$ cat src/rtl/instruction_fetch_unit_pkg.sv
// Purpose: shared types and defaults for the instruction fetch unit and its buffer.
// Latency: n/a (types, constants and a pure address-clamp helper only).
// Backpressure: n/a.
package instruction_fetch_unit_pkg;

    localparam int unsigned WORD_W         = 32;
    localparam int unsigned IFU_DEPTH      = 2;
    localparam logic [31:0] IFU_ADDR_LIMIT = 32'd252;

    typedef enum logic [1:0] {
        ST_IDLE  = 2'd0,  // no request outstanding
        ST_REQ   = 2'd1,  // request outstanding, response will be kept
        ST_DRAIN = 2'd2   // request outstanding, response will be dropped
    } fetch_state_t;

    // One buffer entry: fetch address in the upper word, instruction in the lower.
    typedef struct packed {
        logic [WORD_W-1:0] pc;
        logic [WORD_W-1:0] instr;
    } fetch_entry_t;

    // Word-align a fetch address; anything past the legal range fetches from 0.
    function automatic logic [WORD_W-1:0] clamp_addr(input logic [WORD_W-1:0] pc,
                                                     input logic [WORD_W-1:0] limit);
        if (pc <= limit) begin
            return {pc[WORD_W-1:2], 2'b00};
        end
        return '0;
    endfunction

endpackage

$ cat src/rtl/instruction_fetch_unit_fetch_fifo.sv
// Purpose: DEPTH-entry, 64-bit FIFO holding fetched {pc, instr} pairs for decode.
// Latency: push visible at the head the cycle after it is written; head is read combinationally.
// Backpressure: none internally; the writer must never push when full, pop on empty is ignored.
// Ports: core_clk/arst_n, push_vld/push_dat write, pop_vld read, clear (sync, overrides push/pop),
//        count (occupancy 0..DEPTH), head_dat (oldest entry, zero after reset).
module fetch_fifo #(
    parameter int unsigned DEPTH = 2
) (
    input  logic                       core_clk,
    input  logic                       arst_n,
    input  logic                       push_vld,
    input  logic [63:0]                push_dat,
    input  logic                       pop_vld,
    input  logic                       clear,
    output logic [$clog2(DEPTH):0]     count,
    output logic [63:0]                head_dat
);

    localparam int unsigned PTR_W = (DEPTH > 1) ? $clog2(DEPTH) : 1;
    localparam int unsigned CNT_W = $clog2(DEPTH) + 1;

    logic [63:0]      mem [DEPTH];
    logic [PTR_W-1:0] wr_ptr;
    logic [PTR_W-1:0] rd_ptr;
    logic             do_pop;

    // A pop on an empty buffer would corrupt the pointers, so it is dropped here.
    assign do_pop   = pop_vld && (count != '0);
    assign head_dat = mem[rd_ptr];

    // DEPTH is a power of two, so the natural pointer wrap is modulo DEPTH.
    always_ff @(posedge core_clk or negedge arst_n) begin
        if (!arst_n) begin
            for (int i = 0; i < int'(DEPTH); i++) begin
                mem[i] <= '0;
            end
            wr_ptr <= '0;
            rd_ptr <= '0;
            count  <= '0;
        end else if (clear) begin
            wr_ptr <= '0;
            rd_ptr <= '0;
            count  <= '0;
        end else begin
            if (push_vld) begin
                mem[wr_ptr] <= push_dat;
                wr_ptr      <= wr_ptr + PTR_W'(1);
            end
            if (do_pop) begin
                rd_ptr <= rd_ptr + PTR_W'(1);
            end
            case ({push_vld, do_pop})
                2'b10:   count <= count + CNT_W'(1);
                2'b01:   count <= count - CNT_W'(1);
                default: count <= count;
            endcase
        end
    end

endmodule

$ cat src/rtl/instruction_fetch_unit.sv
// Purpose: single-outstanding instruction fetcher feeding a small decode buffer.
// Latency: request one cycle after issue decision; buffered instr visible the cycle after MemAck.
// Backpressure: stops issuing while the buffer is full; DecodeReady low simply holds the head.
// Ports: Clock/Reset (async, active-low), PC in / PCWriteEnable pulse out, Flush redirect,
//        MemReq/MemAddr/MemAck/MemData memory port, InstrValid/Instr/InstrPC/DecodeReady decode port.
module instruction_fetch_unit
    import instruction_fetch_unit_pkg::*;
#(
    parameter int unsigned DEPTH      = IFU_DEPTH,
    parameter logic [31:0] ADDR_LIMIT = IFU_ADDR_LIMIT
) (
    input  logic        Clock,
    input  logic        Reset,
    input  logic [31:0] PC,
    output logic        PCWriteEnable,
    input  logic        Flush,
    output logic        MemReq,
    output logic [31:0] MemAddr,
    input  logic        MemAck,
    input  logic [31:0] MemData,
    output logic        InstrValid,
    output logic [31:0] Instr,
    output logic [31:0] InstrPC,
    input  logic        DecodeReady
);

    localparam int unsigned      CNT_W     = $clog2(DEPTH) + 1;
    localparam logic [CNT_W-1:0] DEPTH_CNT = CNT_W'(DEPTH);

    fetch_state_t      state;
    fetch_state_t      state_nxt;
    logic              started;
    logic              issue;
    logic              accept;
    logic [31:0]       mem_addr;
    logic [CNT_W-1:0]  count;
    fetch_entry_t      push_entry;
    fetch_entry_t      head_entry;
    logic [63:0]       head_dat;

    always_comb begin
        state_nxt = state;
        issue     = 1'b0;
        accept    = 1'b0;
        case (state)
            ST_IDLE: begin
                // Only one request is ever in flight, so a free slot at issue time
                // guarantees room for its response. 'started' holds off the very
                // first cycle after reset release. MemAck here is stale and ignored.
                if (started && !Flush && (count < DEPTH_CNT)) begin
                    state_nxt = ST_REQ;
                    issue     = 1'b1;
                end
            end
            ST_REQ: begin
                if (MemAck) begin
                    state_nxt = ST_IDLE;
                    accept    = !Flush;
                end else if (Flush) begin
                    state_nxt = ST_DRAIN;
                end
            end
            ST_DRAIN: begin
                // The redirected response still has to come back before a new
                // request can go out; its data is dropped.
                if (MemAck) begin
                    state_nxt = ST_IDLE;
                end
            end
            default: begin
                state_nxt = ST_IDLE;
            end
        endcase
    end

    always_ff @(posedge Clock or negedge Reset) begin
        if (!Reset) begin
            state    <= ST_IDLE;
            started  <= 1'b0;
            mem_addr <= '0;
        end else begin
            state   <= state_nxt;
            started <= 1'b1;
            if (issue) begin
                mem_addr <= clamp_addr(PC, ADDR_LIMIT);
            end
        end
    end

    assign MemReq        = (state != ST_IDLE);
    assign MemAddr       = mem_addr;
    assign PCWriteEnable = accept;

    assign push_entry.pc    = mem_addr;
    assign push_entry.instr = MemData;
    assign head_entry       = fetch_entry_t'(head_dat);

    assign InstrValid = (count != '0);
    assign Instr      = head_entry.instr;
    assign InstrPC    = head_entry.pc;

    fetch_fifo #(
        .DEPTH (DEPTH)
    ) u_fifo (
        .core_clk (Clock),
        .arst_n   (Reset),
        .push_vld (accept),
        .push_dat (push_entry),
        .pop_vld  (InstrValid && DecodeReady),
        .clear    (Flush),
        .count    (count),
        .head_dat (head_dat)
    );

endmodule

$ cat config.mk
export PLATFORM = sky130hd
export DESIGN_NAME = instruction_fetch_unit
export DESIGN_NICKNAME = d
export VERILOG_FILES = /design/src/rtl/instruction_fetch_unit_pkg.sv /design/src/rtl/instruction_fetch_unit_fetch_fifo.sv /design/src/rtl/instruction_fetch_unit.sv
export SDC_FILE = /design/constraint.sdc
export NUM_CORES = 1
export LEC_CHECK = 0
export ABC_AREA = 0
export BUFFER_PORTS_ARGS = -buffer_cell sky130_fd_sc_hd__buf_2
export CAP_MARGIN = 5
export CORE_ASPECT_RATIO = 1.2
export CORE_MARGIN = 2
export CORE_UTILIZATION = 48
export DETAILED_ROUTE_END_ITERATION = 7
export GPL_TIMING_DRIVEN = 0
export PLACE_DENSITY = 0.76
export SYNTH_ARGS = -nofsm -noshare
export SYNTH_HDL_FRONTEND = slang
export SYNTH_SLANG_ARGS = --single-unit
$ cat constraint.sdc
create_clock -name Clock -period 1.5 [get_ports Clock]
set_input_delay 0.225 -clock Clock [delete_from_list [all_inputs] [get_ports Clock]]
set_output_delay 0.225 -clock Clock [all_outputs]
set_load 0.01 [all_outputs]
==> results of run 1 <==
[synthesized netlist by cell type]
| cell type | number | area [um^2] |
|---|---|---|
| a21boi_0 | 1 | 7.51 |
| nand3b_1 | 1 | 7.51 |
| buf_4 | 4 | 30.0 |
| a31oi_1 | 1 | 6.26 |
| o211ai_1 | 2 | 15.0 |
| nor2_4 | 1 | 11.3 |
| buf_1 | 4 | 15.0 |
| nand2_4 | 1 | 11.3 |
| xor2_1 | 1 | 8.76 |
| inv_2 | 1 | 3.75 |
| buf_2 | 10 | 50.1 |
| conb_1 | 2 | 7.51 |
| nor4_1 | 6 | 37.5 |
| mux2_1 | 65 | 732 |
| clkbuf_1 | 3 | 11.3 |
| and3_1 | 1 | 6.26 |
| nor2_1 | 7 | 26.3 |
| xnor2_1 | 1 | 8.76 |
| a31o_2 | 6 | 52.6 |
| o21ai_0 | 1 | 5.00 |
| o221a_2 | 1 | 11.3 |
| mux2_2 | 122 | 1370 |
| nand4bb_4 | 1 | 27.5 |
| nand4_1 | 2 | 12.5 |
| nor2b_1 | 30 | 188 |
| nand2_1 | 4 | 15.0 |
| dfrtp_1 | 161 | 4030 |
| or2_2 | 2 | 12.5 |
| mux2i_1 | 1 | 10.0 |
| buf_6 | 6 | 67.6 |
| o21bai_1 | 1 | 7.51 |
[per-stage QoR]
step                setup TNS [ns]  setup WS (ns)  total power (W)  util (%)  instances
global placement           -363.32          -1.95          0.00656      56.8        787
CTS                         -35.81         -0.328           0.0111      72.0        861
floorplan                   -0.404       -0.00903          0.00597         -        453
global route                -50.03         -0.372           0.0115      72.0        859
detailed placement          -55.67         -0.477          0.00668      57.1        788
finish                      -40.08         -0.329           0.0111      72.0        859
[routing by layer]
layer / vias up / GRT usage, % / routed length (um)
met5: - / 0 / 0
met4: 0 / 7.38 / 307
met3: 24 / 5.61 / 780
met2: 130 / 42.4 / 9630
met1: 2387 / 30.3 / 7180
li1: 2048 / - / -
[power groups by stage]
| stage | logic, W | clock network [W] | registers (W) |
|---|---|---|---|
| 2_1_floorplan | 0.000959 | 0 | 0.00501 |
| 3_3_place_gp | 0.00152 | 0 | 0.00504 |
| 3_5_place_dp | 0.00158 | 0 | 0.00509 |
| 4_1_cts | 0.00208 | 0.00397 | 0.00504 |
| 5_1_grt | 0.00225 | 0.00417 | 0.00510 |
| 6_report | 0.00211 | 0.00393 | 0.00506 |
[worst max-delay path: stages (launching register included)]
cell,delay [ns]
dfrtp_2,0.37
buf_12,0.15
buf_12,0.15
mux2_2,0.36
buf_2,0.14
[worst paths after layout]
kind                           startpoint        endpoint  slack, ns  depth (start not counted)
max reg2reg                      state[1]  u_fifo.mem[77]      -0.24                          6
min                                MemAck        state[1]       0.02                          2
min in group asynchronous           Reset        state[1]       0.39                          2
max                         u_fifo.rd_ptr      InstrPC[5]      -0.33                          4
max in group asynchronous           Reset  u_fifo.mem[67]       0.25                          3
min reg2reg                u_fifo.mem[39]  u_fifo.mem[39]       0.51                          1
[logic make-up after synthesis]
family	synth area share, %
and+or+nand+nor	5.22
AOI/OAI and AO/OA	1.54
buffers and inverters	2.61
muxes	31.1
other	0.110
xor gates and xnor gates	0.257
DFF	59.2
[registers in the layout, summed over array words and instances, names as in the netlist]
register and count:
u_fifo.rd_ptr 1, u_fifo.mem 124, u_fifo.wr_ptr 1, state 2
MemAddr 30, u_fifo.count 2, started 1
[placed cells by master, fill, tap and decap left out, drive strengths merged, types with 4 or more instances in the layout]
| master | instances |
|---|---|
| buf | 228 |
| mux2 | 187 |
| dfrtp | 161 |
| nor2b | 30 |
| clkbuf | 17 |
| clkinv | 9 |
| nor2 | 8 |
| nand2 | 7 |
| nor4 | 6 |
| a31o | 6 |
| conb | 5 |
| inv | 4 |
[area by class of cell]
type / count / area, um^2
tap: 171 / 214
clock buffer: 17 / 425
multi-input combinational: 266 / 3130
buffer: 25 / 384
sequential: 161 / 4030
inverter: 1 / 16.3
clock inverter: 14 / 109
fill: 868 / 3880
timing repair buffer: 204 / 1630
[repair_timing]
item                                    CTS  global route
endpoints found under the setup margin  214           220
gates resized for setup                 229            30
hold endpoints to repair                 75             0
pin swaps                                 2             3
setup buffers                            28             5
gates cloned                             14             0
hold buffers                              1             0
==> out/results.ini, run 1 <==
[placed_design]
port_buffers = 163
placed_cell_area_um2 = 7890
place.gp.congestion = 0.729
hpwl_um = 10200

[clock_network]
cts-root-buf = clkbuf_16
path_clk_slew_ns = 0.07
cts_tree = done
h-tree-depth = 4
clk_latency_ns = 0.42
cts_buffers = 17
clockBufferDepth = 2
cts.sinks = 161

[sta]
final.setup_skew_ns = 0.0108
min_period_ns = 1.83
post-route-period-util_pct = 122
hold_ws_ns = 0.0250
tightest_slew_ns = 0.727
finalWorstSetupSlack_ns = -0.329
final_max_slew_viol_count = 0
clock.fmax_mhz = 547
grt_setup_unrepaired = yes
hold_violations = 0
setup_violations = 188
slew_headroom_pct = 51.5

[synthesis]
yosysUniqueCellTypes = 31
syn_avg_cell_area_um2 = 15.1
ys_ff_latch = 161
yosysWarnings = 0
synthCells = 450
syn_area_um2 = 6810
yosysSeqAreaShare_pct = 59.2

[cells_and_area]
finalNetCount = 745
design_area_um2 = 9940
drive_gt1_share_pct = 67.7
n_antenna_cell = 0
area_growth_pct = 46.1

[pwr]
internal_power_w = 0.00821
switchingPower_w = 0.00288
powerDensity_nw_per_um2 = 1120
netSwitchingFraction_pct = 26.0
ir_worst_vdd_v = 0.00101
power_frac_seq_pct = 45.6
clockPowerShare_pct = 35.4
pwr-share-comb_pct = 19.0
leakage_nw = 5.20

[routing]
drt_iter0_drc = 241
drc = 0
via_per_inst = 5.34
wirelength_um = 17900
firstDrtPassIters = 6
route.vias.total = 4589
routedWlPerCell_um = 20.8
ant_nets = 0

[floorplanning]
design.portCount = 168
coreArea_um2 = 13800
fp.dieH_um = 134
num_rows = 47
start_util_pct = 49.3
dieArea_um2 = 15200
die_x_um = 113

[grt]
grt_pass1_wl_um = 28500
gr-usage-all-layers_pct = 24.3
antenna_found_initial = 0
overflow = 0
grt_pass1_vias = 5132
grt_max_degree = 87

[critical_path]
worstSetupStartpointType = register
cp.required_ns = 1.27
critical_path.max_fanout = 10
critPathKind = register to output port
end_kind = output port
crit_arrival_ns = 1.60

[job]
maxCapViolCount = 0

[outcome]
violations = negative setup slack
outcome = finished with violations

[hold_path]
holdCritPathClass = input pin to register

Note: power is estimated with default switching activity, not from simulation.
==> inputs of run 2 (changes only) <==
--- a/config.mk
+++ b/config.mk
@@ -10,10 +10,10 @@
 export CAP_MARGIN = 5
 export CORE_ASPECT_RATIO = 1.2
 export CORE_MARGIN = 2
-export CORE_UTILIZATION = 48
+export CORE_UTILIZATION = 49
 export DETAILED_ROUTE_END_ITERATION = 7
 export GPL_TIMING_DRIVEN = 0
-export PLACE_DENSITY = 0.76
+export PLACE_DENSITY = 0.74
 export SYNTH_ARGS = -nofsm -noshare
 export SYNTH_HDL_FRONTEND = slang
 export SYNTH_SLANG_ARGS = --single-unit
==> constraint.sdc (replaced) <==
create_clock -name Clock -period 2.3 [get_ports Clock]
set_input_delay 0.345 -clock Clock [delete_from_list [all_inputs] [get_ports Clock]]
set_output_delay 0.345 -clock Clock [all_outputs]
set_load 0.01 [all_outputs]
==> run 2 against run 1 <==
The run now ends clean. Flip-flop and latch count is the same. Cell area decreased by 15%. Non-clock buffer count shrank 38. Power is 36% lower. Sequential share of layout area rose by 6.9 points. First-iteration DRC count down 27%.
==> out/results.ini, run 2 (synthesis results as in run 1) <==
[outcome]
outcome = complete, no violations

[routing]
wirelength_um = 13800
firstDrtPassIters = 4
via_per_inst = 5.10
ant_nets = 0
routedWlPerCell_um = 16.9
drt_iter0_drc = 177
drc = 0
route.vias.total = 4175

[clock_network]
cts_tree = done
cts_buffers = 17
post_cts_buffers = 0
cts.sinks = 161
clockBufferDepth = 2
clk_latency_ns = 0.42
h-tree-depth = 4
cts-root-buf = clkbuf_16
path_clk_slew_ns = 0.06

[critical_path]
critPathMostFrequentCell = buf_2
critical_path.max_fanout = 10
max_stage_delay_ns = 0.50
cp.required_ns = 1.96
cp_slowest_cell = dfrtp_2
worstSetupStartpointType = register
cp_cell_sequence = buf_2 > mux2_2 > buf_2
critPathKind = register to output port
crit_arrival_ns = 1.80
rr_worst_depth = 4
end_kind = output port

[cells_and_area]
design_area_um2 = 8500
final-seq-area_um2 = 4030
top_register = u_fifo.mem
finalNetCount = 705
final_common_cell = buf_2
multi_input_area_um2 = 2610
nFillCells = 1087
fin_cells = 819
final_cell_mix = buf_2, dfrtp_1, mux2_2
n_antenna_cell = 0
largest_reg_flops = 124
drive_gt1_share_pct = 54.8
area_growth_pct = 24.8

[sta]
final_max_slew_viol_count = 0
hold_ws_ns = 0.145
tightest_slew_ns = 0.590
setup_violations = 0
setup_tns_ns = 0
final.setup_skew_ns = 0.00578
clock.fmax_mhz = 467
min_period_ns = 2.14
slew_headroom_pct = 60.6
post-route-period-util_pct = 93.2
grt_setup_unrepaired = no
hold_violations = 0
finalWorstSetupSlack_ns = 0.157

[grt]
overflow = 0
grt_pass1_vias = 4488
gr-usage-all-layers_pct = 19.5
grt_max_degree = 99
grt_pass1_wl_um = 22700
antenna_found_initial = 0

[floorplanning]
fp.dieH_um = 133
design.portCount = 168
coreArea_um2 = 13700
die_x_um = 112
num_rows = 47
start_util_pct = 49.7
dieArea_um2 = 14900

[pwr]
power_frac_seq_pct = 45.9
leakage_nw = 4.57
pwr-share-comb_pct = 14.2
powerDensity_nw_per_um2 = 836
switchingPower_w = 0.00169
netSwitchingFraction_pct = 23.8
internal_power_w = 0.00541
clockPowerShare_pct = 39.9
ir_worst_vdd_v = 0.000589

[placed_design]
place.gp.congestion = 0.726
placedCellCount = 788
hpwl_um = 9900
port_buffers = 163
place_ws_ns = 0.00433
placed_cell_area_um2 = 7880

[job]
maxCapViolCount = 0

[hold_path]
worstHoldPathCells = 2
holdCritPathClass = input pin to register

[run 2: path summary, 6_finish.rpt]
| path | startpoint | endpoint | slack, ns |
|---|---|---|---|
| worst max-delay path | u_fifo.rd_ptr | InstrPC[29] | 0.16 |
| worst min-delay path | MemAck | state[1] | 0.15 |
| worst max register to register | state[1] | u_fifo.mem[75] | 0.46 |
| worst min register to register | u_fifo.mem[72] | u_fifo.mem[72] | 0.48 |
| max in group asynchronous | Reset | u_fifo.mem[83] | 0.97 |
| min in group asynchronous | Reset | u_fifo.mem[117] | 0.47 |
[run 2: per-layer routing]
metal / GRT usage (%) / share of wire, %
met1: 23.3 / 41
met2: 33.7 / 53
met3: 6.14 / 5.0
met4: 5.97 / 1.2
met5: 0 / 0
[run 2: stage by stage]
stage / utilization, % / power [W]
final: 62.0 / 0.00710
after global routing: 62.0 / 0.00741
after CTS: 62.0 / 0.00718
after detailed placement: 57.5 / 0.00434
after global placement: 57.3 / 0.00428
after floorplan: - / 0.00389
[run 2: timing repair]
item / in CTS / in global routing
endpoints found under the hold margin: 63 / 0
gates resized for setup: 5 / 0
setup endpoints to repair: 59 / 0
hold buffers: 1 / 0
[run 2: area by class of cell]
class / count / share of cell area [%]
Clock buffer: 18 / 5.17
Multi-Input combinational cell: 264 / 30.7
Buffer: 26 / 2.06
Sequential cell: 161 / 47.4
Timing Repair Buffer: 165 / 10.1
Clock inverter: 13 / 1.91
Inverter: 1 / 0.0442
Tap cell: 171 / 2.52
[run 2: power groups by stage]
stage / clock (W) / sequential (W) / combinational, W
after floorplan: 0 / 0.00327 / 0.000625
after global placement: 0 / 0.00329 / 0.000988
after detailed placement: 0 / 0.00331 / 0.00103
after CTS: 0.00289 / 0.00326 / 0.00103
after global routing: 0.00301 / 0.00330 / 0.00110
final: 0.00283 / 0.00326 / 0.00101
[run 2: worst max-delay path, delay by kind of cell, from the launching register on]
| family | cells | cell delay, ns |
|---|---|---|
| flip-flops | 1 | 0.50 |
| multiplexers | 1 | 0.40 |
| buffers and inverters | 2 | 0.48 |
==> inputs of run 3 (changes only) <==
--- a/config.mk
+++ b/config.mk
@@ -8,12 +8,14 @@
 export ABC_AREA = 0
 export BUFFER_PORTS_ARGS = -buffer_cell sky130_fd_sc_hd__buf_2
 export CAP_MARGIN = 5
+export CELL_PAD_IN_SITES_DETAIL_PLACEMENT = 1
+export CELL_PAD_IN_SITES_GLOBAL_PLACEMENT = 2
 export CORE_ASPECT_RATIO = 1.2
 export CORE_MARGIN = 2
-export CORE_UTILIZATION = 49
+export CORE_UTILIZATION = 39
 export DETAILED_ROUTE_END_ITERATION = 7
 export GPL_TIMING_DRIVEN = 0
-export PLACE_DENSITY = 0.74
+export PLACE_DENSITY_LB_ADDON = 0.1
 export SYNTH_ARGS = -nofsm -noshare
 export SYNTH_HDL_FRONTEND = slang
 export SYNTH_SLANG_ARGS = --single-unit
==> run 3 against run 2 <==
Flip-flop and latch count did not move. First-iteration DRC count fell by 46%. Non-clock buffer count unchanged. Critical path type unchanged.
==> out/results.ini, run 3 (synthesis results as in run 1) <==
[job]
maxCapViolCount = 0

[pwr]
power_w = 0.00739
powerDensity_nw_per_um2 = 858
leakage_nw = 4.60
ir_worst_vdd_v = 0.000491

[clock_network]
cts-root-buf = clkbuf_16
h-tree-depth = 4
cts_buffers = 17
cts_tree = done
path_clk_slew_ns = 0.07
clk_latency_ns = 0.42
clockBufferDepth = 2
post_cts_buffers = 0
cts.sinks = 161

[grt]
overflow = 0
grt_max_degree = 101
gr-usage-all-layers_pct = 17.7
grt_pass1_wl_um = 25500
antenna_found_initial = 0
grt_pass1_vias = 4742

[sta]
hold_ws_ns = 0.150
clock.fmax_mhz = 470
post-route-period-util_pct = 92.6
grt_setup_unrepaired = no
final_max_slew_viol_count = 0
final.setup_skew_ns = 0.00622
hold_violations = 0
slew_headroom_pct = 59.5
finalWorstSetupSlack_ns = 0.171
tightest_slew_ns = 0.607
setup_violations = 0
min_period_ns = 2.13

[floorplanning]
fp.dieH_um = 149
num_rows = 52
die_x_um = 125
dieArea_um2 = 18500
start_util_pct = 40.1
coreArea_um2 = 17000
design.portCount = 168

[cells_and_area]
drive_gt1_share_pct = 54.5
n_antenna_cell = 0
nFillCells = 1728
final_common_cell = buf_2
design_area_um2 = 8600
finalNetCount = 705
fin_cells = 865
largest_reg_flops = 124
area_growth_pct = 26.4
final_cell_mix = buf_2, dfrtp_1, mux2_2
top_register = u_fifo.mem

[routing]
drc = 0
ant_nets = 0
routedWlPerCell_um = 18.0
route.vias.total = 4243
wirelength_um = 15500
via_per_inst = 4.91
drt_iter0_drc = 96
firstDrtPassIters = 4

[hold_path]
holdCritPathClass = input pin to register

[placed_design]
place.gp.congestion = 0.724
placedCellCount = 833
placed_cell_area_um2 = 7940
hpwl_um = 11000
place_ws_ns = -0.100
port_buffers = 163

[critical_path]
cp.required_ns = 1.96
end_kind = output port
critPathKind = register to output port
worstSetupStartpointType = register
critical_path.max_fanout = 10
crit_arrival_ns = 1.78

[outcome]
outcome = complete, no violations

==> run 3: cell type report <==
type	instances	area (um^2)	share of cell area, %
sequential	161	4030	46.8
multi-input combinational	264	2610	30.4
timing repair buffer	165	860	9.99
clock buffer	20	447	5.19
tap	216	270	3.14
clock inverter	12	204	2.37
buffer	26	178	2.06
inverter	1	3.75	0.0436
==> run 3: worst max-delay path, cell delays in order, from the launching register on <==
cell	delay, ns
dfrtp_2	0.50
buf_2	0.33
mux2_2	0.39
buf_2	0.14
==> run 3: per-stage QoR <==
step / utilization [%] / TNS [ns]
6_report: 50.7 / 0
5_1_grt: 50.7 / 0
4_1_cts: 50.7 / 0
3_5_place_dp: 46.8 / -0.766
3_3_place_gp: 46.6 / -224.48
2_1_floorplan: - / 0
==> run 3: path summary, 6_finish.rpt <==
path	from	to	slack [ns]	cells past startpoint
max	u_fifo.rd_ptr	InstrPC[27]	0.17	3
min	MemData[2]	u_fifo.mem[2]	0.15	2
max reg2reg	state[1]	u_fifo.mem[109]	0.50	4
min reg2reg	u_fifo.mem[9]	u_fifo.mem[9]	0.49	1
max in group asynchronous	Reset	u_fifo.rd_ptr	0.94	3
min in group asynchronous	Reset	u_fifo.mem[7]	0.46	2
==> run 3: report_power, final <==
part	internal [W]	switching, W	leakage, nW
clock	0.00196	0.00113	0.319
combinational	0.000558	0.000467	2.11
sequential	0.00312	0.000144	2.17
==> run 3: metal layers <==
| layer | GRT usage (%) | up-vias | routed length [um] |
|---|---|---|---|
| li1 | - | 1958 | - |
| met1 | 20.8 | 2188 | 6310 |
| met2 | 31.0 | 85 | 8270 |
| met3 | 5.85 | 12 | 821 |
| met4 | 4.89 | 0 | 141 |
| met5 | 0 | - | 0 |
==> run 3: what timing repair did <==
item                                   4_1_cts  5_1_grt
gates resized for setup                      6        0
hold buffers                                 1        0
endpoints found under the hold margin       61        0
setup endpoints to repair                   59        0
